File: src/rtl/bubble_sort_engine.sv
// In-place bubble sort over a contiguous (wrapping) window of a 32x32 register file.
// Define BUBBLE_SORT_SIGNED_EN for a two's-complement compare; the default is unsigned.

module bubble_sort_rf (
    input  logic        clk,
    input  logic        we,
    input  logic [4:0]  waddr,
    input  logic [31:0] wdata,
    input  logic [4:0]  raddr_a,
    input  logic [4:0]  raddr_b,
    output logic [31:0] rdata_a,
    output logic [31:0] rdata_b
);
    // Contents survive reset; the host owns initialisation.
    logic [31:0] r [0:31];

    always_ff @(posedge clk) begin
        if (we) r[waddr] <= wdata;
    end

    assign rdata_a = r[raddr_a];
    assign rdata_b = r[raddr_b];
endmodule

module bubble_sort_engine (
    input  logic       clock,
    input  logic       reset,
    input  logic       go,
    input  logic [4:0] array,
    input  logic [4:0] length,
    output logic       done,
    output logic       busy,
    output logic [9:0] swap_count
);
    typedef enum logic [2:0] {IDLE, COMPARE, SWAP_A, SWAP_B, DONE} state_t;

    state_t      state_q, state_d;
    logic [4:0]  base_q, base_d;
    logic [4:0]  i_q, i_d;
    logic [4:0]  last_q, last_d;
    logic [31:0] tmp_q, tmp_d;
    logic        pass_swapped_q, pass_swapped_d;
    logic [9:0]  swap_count_q, swap_count_d;
    logic        done_q, done_d;
    logic        busy_q, busy_d;

    logic [4:0]  i_nxt;
    logic [31:0] rd_a, rd_b;
    logic        we;
    logic [4:0]  waddr;
    logic [31:0] wdata;
    logic        gt;

    assign i_nxt = i_q + 5'd1;

    bubble_sort_rf rf (
        .clk     (clock),
        .we      (we),
        .waddr   (waddr),
        .wdata   (wdata),
        .raddr_a (i_q),
        .raddr_b (i_nxt),
        .rdata_a (rd_a),
        .rdata_b (rd_b)
    );

`ifdef BUBBLE_SORT_SIGNED_EN
    assign gt = $signed(rd_a) > $signed(rd_b);
`else
    assign gt = rd_a > rd_b;
`endif

    always_comb begin
        state_d        = state_q;
        base_d         = base_q;
        i_d            = i_q;
        last_d         = last_q;
        tmp_d          = tmp_q;
        pass_swapped_d = pass_swapped_q;
        swap_count_d   = swap_count_q;
        we             = 1'b0;
        waddr          = i_q;
        wdata          = rd_b;

        case (state_q)
            IDLE: begin
                if (go) begin
                    swap_count_d = '0;
                    if (length == 5'd0) begin
                        state_d = DONE;
                    end else begin
                        base_d         = array;
                        i_d            = array;
                        last_d         = array + length - 5'd1;
                        pass_swapped_d = 1'b0;
                        state_d        = COMPARE;
                    end
                end
            end
            COMPARE: begin
                if (i_q != last_q) begin
                    if (gt) begin
                        tmp_d   = rd_a;
                        state_d = SWAP_A;
                    end else begin
                        i_d = i_nxt;
                    end
                end else if (!pass_swapped_q || (last_q - 5'd1) == base_q) begin
                    state_d = DONE;
                end else begin
                    // Largest element of this pass has settled at last; shrink the window.
                    last_d         = last_q - 5'd1;
                    i_d            = base_q;
                    pass_swapped_d = 1'b0;
                end
            end
            SWAP_A: begin
                we      = 1'b1;
                waddr   = i_q;
                wdata   = rd_b;
                state_d = SWAP_B;
            end
            SWAP_B: begin
                we             = 1'b1;
                waddr          = i_nxt;
                wdata          = tmp_q;
                pass_swapped_d = 1'b1;
                swap_count_d   = swap_count_q + 10'd1;
                i_d            = i_nxt;
                state_d        = COMPARE;
            end
            DONE: begin
                if (!go) state_d = IDLE;
            end
            default: state_d = IDLE;
        endcase

        done_d = (state_d == DONE);
        busy_d = (state_d == COMPARE) || (state_d == SWAP_A) || (state_d == SWAP_B);
    end

    always_ff @(posedge clock) begin
        if (reset) begin
            state_q        <= IDLE;
            base_q         <= '0;
            i_q            <= '0;
            last_q         <= '0;
            tmp_q          <= '0;
            pass_swapped_q <= 1'b0;
            swap_count_q   <= '0;
            done_q         <= 1'b0;
            busy_q         <= 1'b0;
        end else begin
            state_q        <= state_d;
            base_q         <= base_d;
            i_q            <= i_d;
            last_q         <= last_d;
            tmp_q          <= tmp_d;
            pass_swapped_q <= pass_swapped_d;
            swap_count_q   <= swap_count_d;
            done_q         <= done_d;
            busy_q         <= busy_d;
        end
    end

    assign done       = done_q;
    assign busy       = busy_q;
    assign swap_count = swap_count_q;
endmodule

File: config.mk
export PLATFORM = sky130hd
export DESIGN_NAME = bubble_sort_engine
export DESIGN_NICKNAME = d
export VERILOG_FILES = /design/src/rtl/bubble_sort_engine.sv
export SDC_FILE = /design/constraint.sdc
export NUM_CORES = 2
export LEC_CHECK = 0
export CORE_UTILIZATION = 44
export CTS_CLUSTER_DIAMETER = 200
export DETAILED_ROUTE_END_ITERATION = 8
export GPL_TIMING_DRIVEN = 1
export PLACE_DENSITY = 0.6
export SLEW_MARGIN = 15
export SYNTH_ARGS = -nofsm -noshare
export SYNTH_HDL_FRONTEND = slang
export SYNTH_SLANG_ARGS = --single-unit
File: constraint.sdc
create_clock -name clock -period 5.75 [get_ports clock]
set_input_delay 1.15 -clock clock [delete_from_list [all_inputs] [get_ports clock]]
set_output_delay 1.15 -clock clock [all_outputs]
set_load 0.005 [all_outputs]
After elaboration in Yosys (flattened, before gate mapping)
Memory sizes are Yosys's and may differ from the RTL's. A register that Yosys moved wholly into a read port is not among the register bits.
Cells that the tools add are included.

storage, ports and cells
  logic and storage cells = 81
  memories = 1
  output and inout port bits = 12
  RAM bits = 1024
  flip-flop bits (word level) = 63
  input bits = 13

operators by class
  equality and inequality tests = 16
  muxes and demuxes = 32
  magnitude comparators = 1
  $add $sub $neg = 5
  bitwise logic cells = 1
  reductions and logical operators = 16

memory list
  memory  depth  bits a word  rd ports  clocked after Yosys merged registers in  wr ports  RTL line  text
  rf.r    32     32           2         1                                        1         15        logic [31:0] r [0:31];

operators with widths
  kind                   count
  $mux 5                 12
  $gt 32x32->1           1
  $mux 32                1
  $pmux 10 s2            1
  $mux 3                 6
  $pmux 3 s5             1
  $pmux 5 s3             1
  $reduce_and 5->1       3
  $eq 3x2->1 const B     4
  $add 10x1->10 const B  1
  $mux 10                1
  $pmux 5 s2             1
  $sub 5x1->5 const B    2
  $ne 2x2->1 const B     4
  $mux 1                 7
  $eq 3x1->1 const B     2
  $eq 3x3->1 const B     2
  $ne 3x3->1 const B     2
  $reduce_and 3->1       2
  $add 5x1->5 const B    1
  $add 5x5->5            1
  $eq 5x5->1             1
  $logic_not 5->1        1
  $ne 5x5->1             1
  other kinds (9)        12

Depth between registers and ports, before layout
  word-level depth = 9
  mapped depth = 16
  mapped depth without buffers = 12

By module
Synthesis repeated with hierarchy kept, for this count alone.

unflattened totals
  cells, all modules = 3945
  area, all modules = 53124.7 um^2

by module, submodules not included
  module              area an instance (um^2)  instances  cells an instance  sequential area each (um^2)
  bubble_sort_rf      48789.3                  1          3386               30749.5
  bubble_sort_engine  4335.4                   1          559                1261.2

Worst setup path before layout
Ideal clock, no wire load.

  kind = register -> register
  start point = register i_q[1]
  end point = register tmp_q[10]
  setup slack = 1.252 ns
  cell stages (with the launch flop) = 17
  arrival time = 4.370 ns
  period minus slack after synthesis = 4.498 ns
  cell sequence = dfxtp_1 -> ha_1 -> clkbuf_1 -> buf_2 -> buf_2 -> mux4_2 -> mux4_2 -> mux2i_1 -> ha_1 -> nand4_1 -> nor4_1 -> nor2b_1 -> a211oi_1 -> o21ai_1 -> buf_2 -> mux2i_1 -> nor2_1

on the way
  word-level cells in the longest chain between the ends = 4
  elaborated cells on any way between the ends = 5

ends and longest elaborated chain
  what                                   RTL line  text
  start, declared                        39        logic [4:0] i_q, i_d;
  start signal, assigned                 156       i_q <= i_d;
  $add 5x1->5                            54        assign i_nxt = i_q + 5'd1;
  $mem_v2 32x32                          -
  $gt 32x32->1                           70        assign gt = rd_a > rd_b;
  $reduce_and 3->1 (no source line) (*)  -
  end signal, assigned                   158       tmp_q <= tmp_d;
  end, declared                          41        logic [31:0] tmp_q, tmp_d;

Every way passes the cells marked *; elsewhere a longest branch is shown, timed or not.
A chain may end at the register's enable or synchronous reset.

Worst setup path in the final report
  start point = register i_q[1]
  end point = register state_q[1]

on the way
  word-level cells in the longest chain between the ends = 6
  elaborated cells on any way between the ends = 7

ends and longest elaborated chain
  what                  RTL line  text
  $add 5x1->5           54
  $mem_v2 32x32         -
  $gt 32x32->1          70
  $mux 3                102       if (gt) begin
  $mux 3 (*)            101       if (i_q != last_q) begin
  $pmux 3 s5 (*)        85        case (state_q)
  end signal, assigned  154       state_q <= state_d;
  end, declared         37        state_t state_q, state_d;

Marks and branches as above.

==> impl_metrics.csv <==
group,metric,value,unit
status,status,"finished, violations left",
status,violations,"DRC",
route,final_antenna_net_count,0,
yosys,synth_edf_count,1024,
die,fp-row-count,124,
route,wire_per_inst,35.50,µm
sta,layout_min_cycle_time,5.210,ns
critical_path,max_stage_delay,0.55,ns
final_layout,diodes,0,
final_layout,drive_above_1_share,39.01,%
sta,max_freq,0.1920,GHz
route,drt-vias-per-instance,6.617,
global_route,antenna_found_initial,0,
clock_network,clk_latency,0.71,ns
die,pin_count,25,
sta,finalSetupViolCount,0,
placement,portBuffers,24,
clock_network,cts_resized,0,
route,wirelength,148.1,mm
die,die_w,342.6,µm
sta,setup_ws,0.5404,ns
global_route,track_usage,25.66,%
pwr,powerDensity,654.2,nW/µm²
global_route,grt_max_degree,84,
route,vias,27611,
route,drc,7,
critical_path,crit_buf_inv,3,
critical_path,rrSetupSlack,0.54,ns
clock_network,cts_buffers,113,
yosys,yosysUniqueCellTypes,57,
clock_network,root_buffer,"clkbuf_16",
pwr,ir_worst_vdd,0.0004501,V
critical_path,critPathArrivalTime,5.83,ns
yosys,async_reset_ff_share,0,%
final_layout,fin_util,50.75,%
final_layout,syn_to_final_growth,13.97,%
clock_network,cts.sinks,1092,
critical_path,critPathMaxFanout,23,
critical_path,path_cells,"ha_4, buf_12, buf_4, mux4_2, mux4_2, mux2i_1, ha_1, nand2_1, o21ai_0, a221oi_1, buf_4, a211oi_1, nor2_1, or3b_2, a211oi_1",
yosys,synth-seq-cells,1092,
yosys,synth_warnings,0,
clock_network,cts_setup_buffers,0,
die,die-area,117400,µm²
pwr,cellLeakagePower,18.06,nW
yosys,synth_area,51050,µm²
global_route,grt-ovfl-total,0,
placement,post-place-ws,0.5805,ns
yosys,synth_nets,2517,
worst_hold_path,whs_path_depth,2,
critical_path,crit_type,"register to register",
placement,gp_congestion,0.7956,
yosys,postSynthCellCount,2460,
placement,numPlacedInstances,3959,
global_route,grt_pass1_wl,210.5,mm
critical_path,path_delay_family,"compound AO/OA/AOI/OAI gates",
yosys,synth_flop_cell,"edfxtp_1",
clock_network,cts_tree,"yes",
placement,dp_hpwl,82.24,mm
worst_hold_path,min_path_type,"register to register",
critical_path,crit_cells,15,
flow_run,maxCapViolations,0,
route,first_pass_iters,7,
die,die_y,342.6,µm
critical_path,r2r_cells,15,
final_layout,layout.nets,2619,
yosys,synth_area_per_cell,20.75,µm²
sta,slew_headroom,21.40,%
critical_path,crit_slowest_cell,"ha_4",
yosys,ys_seq_area_share,62.90,%
clock_network,cts.reportedPaths.clkPinSlew,0.06,ns
critical_path,cp-start-kind,"register",
sta,whs,0.5000,ns
clock_network,htree_levels,3,
global_route,grt_pass1_vias,28149,
sta,fin_skew,0.03454,ns
die,core,114700,µm²
final_layout,stdcell_count,4173,
critical_path,required,6.37,ns
clock_network,clk_path_buf_depth,3,
sta,hold_violations,0,
critical_path,cp-end-kind,"register",
sta,final.setup.tns,0,ns
sta,rsz0062_at_grt,"false",
sta,fin_crit_sh,90.60,%
sta,worst_pin_slew,1.179,ns
die,initial_core_util,44.53,%
clock_network,hold_buffers,0,
sta,maxSlewViolCount,0,
route,initialDrtViolationCount,3478,
logic make-up after synthesis:
logic type,share of synthesized area (%)
AOI/OAI and AO/OA,1.414
xor gates and xnor gates,0.3259
adders and majority gates,1.093
buffers and inverters,1.735
DFF,62.90
muxes,30.48
and+or+nand+nor,2.059
cell usage in the layout, fill, tap and decap left out, types with 6 or more instances in the layout:
cell / netlist / layout
a211oi_1: 7 / 7
a21oi_1: 62 / 59
buf_12: 0 / 48
buf_4: 8 / 95
bufinv_16: 0 / 13
clkbuf_1: 98 / 28
clkbuf_16: 0 / 117
clkbuf_8: 0 / 9
clkdlybuf4s50_1: 0 / 23
clkinv_1: 0 / 21
clkinv_2: 0 / 17
dfxtp_1: 68 / 62
edfxtp_1: 1024 / 1024
ha_1: 43 / 42
inv_1: 23 / 23
mux2_2: 40 / 40
mux2i_1: 74 / 74
mux4_2: 638 / 638
nand2_1: 24 / 23
nand2b_1: 10 / 10
nand3_1: 20 / 20
nand4_1: 6 / 6
nor2_1: 130 / 98
nor2_4: 1 / 33
nor2b_1: 9 / 9
nor3_1: 9 / 9
o21ai_0: 15 / 15
xnor2_1: 15 / 13
synthesized netlist by cell type, drive strengths merged (2+ instances only):
cell	number	area share, %
nand2	24	0.18
a21oi	62	0.61
o21ai	17	0.17
a221oi	2	0.034
and4	5	0.086
o211ai	2	0.029
and3	3	0.037
nor2	131	0.98
or3	4	0.049
mux2	40	0.88
o22ai	2	0.025
o31ai	2	0.029
buf	81	0.85
nor2b	9	0.11
a22oi	5	0.074
ha	43	1.1
xor2	4	0.069
nand3b	4	0.059
clkbuf	98	0.72
nand4	6	0.074
inv	23	0.17
xnor2	15	0.26
nand2b	10	0.12
a31oi	4	0.049
nor3	9	0.088
a21o	3	0.044
mux2i	74	1.5
nand3	20	0.20
edfxtp	1024	60
o21a	2	0.029
mux4	638	28
a211oi	7	0.10
dfxtp	68	2.7
a32oi	2	0.034
power breakdown:
group,switching (mW),total (mW),leakage [nW],internal [mW]
Combinational,9.82,17.6,6.46,7.75
Clock,3.09,7.50,1.84,4.41
Sequential,0.407,13.0,9.76,12.6
worst register-to-register path: stages (launching register included):
cell and delay, ns:
dfxtp_1 0.39, ha_4 0.55, buf_12 0.29, buf_4 0.21, mux4_2 0.48, mux4_2 0.47
mux2i_1 0.34, ha_1 0.21, nand2_1 0.05, o21ai_0 0.54, a221oi_1 0.12, buf_4 0.20
a211oi_1 0.48, nor2_1 0.15, or3b_2 0.46, a211oi_1 0.19
layer usage:
| layer | track usage (%) | routed length, µm |
|---|---|---|
| met1 | 35.27 | 57800 |
| met2 | 40.18 | 71300 |
| met3 | 6.533 | 14570 |
| met4 | 8.315 | 4404 |
| met5 | 0.3606 | 69 |
metrics by stage:
step,area (µm²),power (mW)
after CTS,58170,38.23
after detailed placement,54380,30.73
after global routing,58190,39.81
after floorplan,51050,24.99
after global placement,54380,30.36
final,58190,38.06
worst paths after layout:
path	startpoint	endpoint
worst max-delay path	i_q[1]	state_q[1]
worst min-delay path	tmp_q[13]	tmp_q[13]
worst max register to register	i_q[1]	state_q[1]
worst min register to register	tmp_q[13]	tmp_q[13]
flip-flops by register name, summed over array words and instances (netlist names), named ones only:
signal,flops
done,1
tmp_q,32
pass_swapped_q,1
rf.r,1024
i_q,5
busy,1
last_q,5
swap_count,10
state_q,3
base_q,5
layout make-up:
type                       instances  area, µm²
clock inverter                    60      626.9
fill                            8937      56470
tap                             1512       1892
sequential                      1092      32130
timing repair buffer             166       1904
inverter                          23      86.33
clock buffer                     154       3157
multi-input combinational       1166      18390
Note: power is estimated with default switching activity, not from simulation.
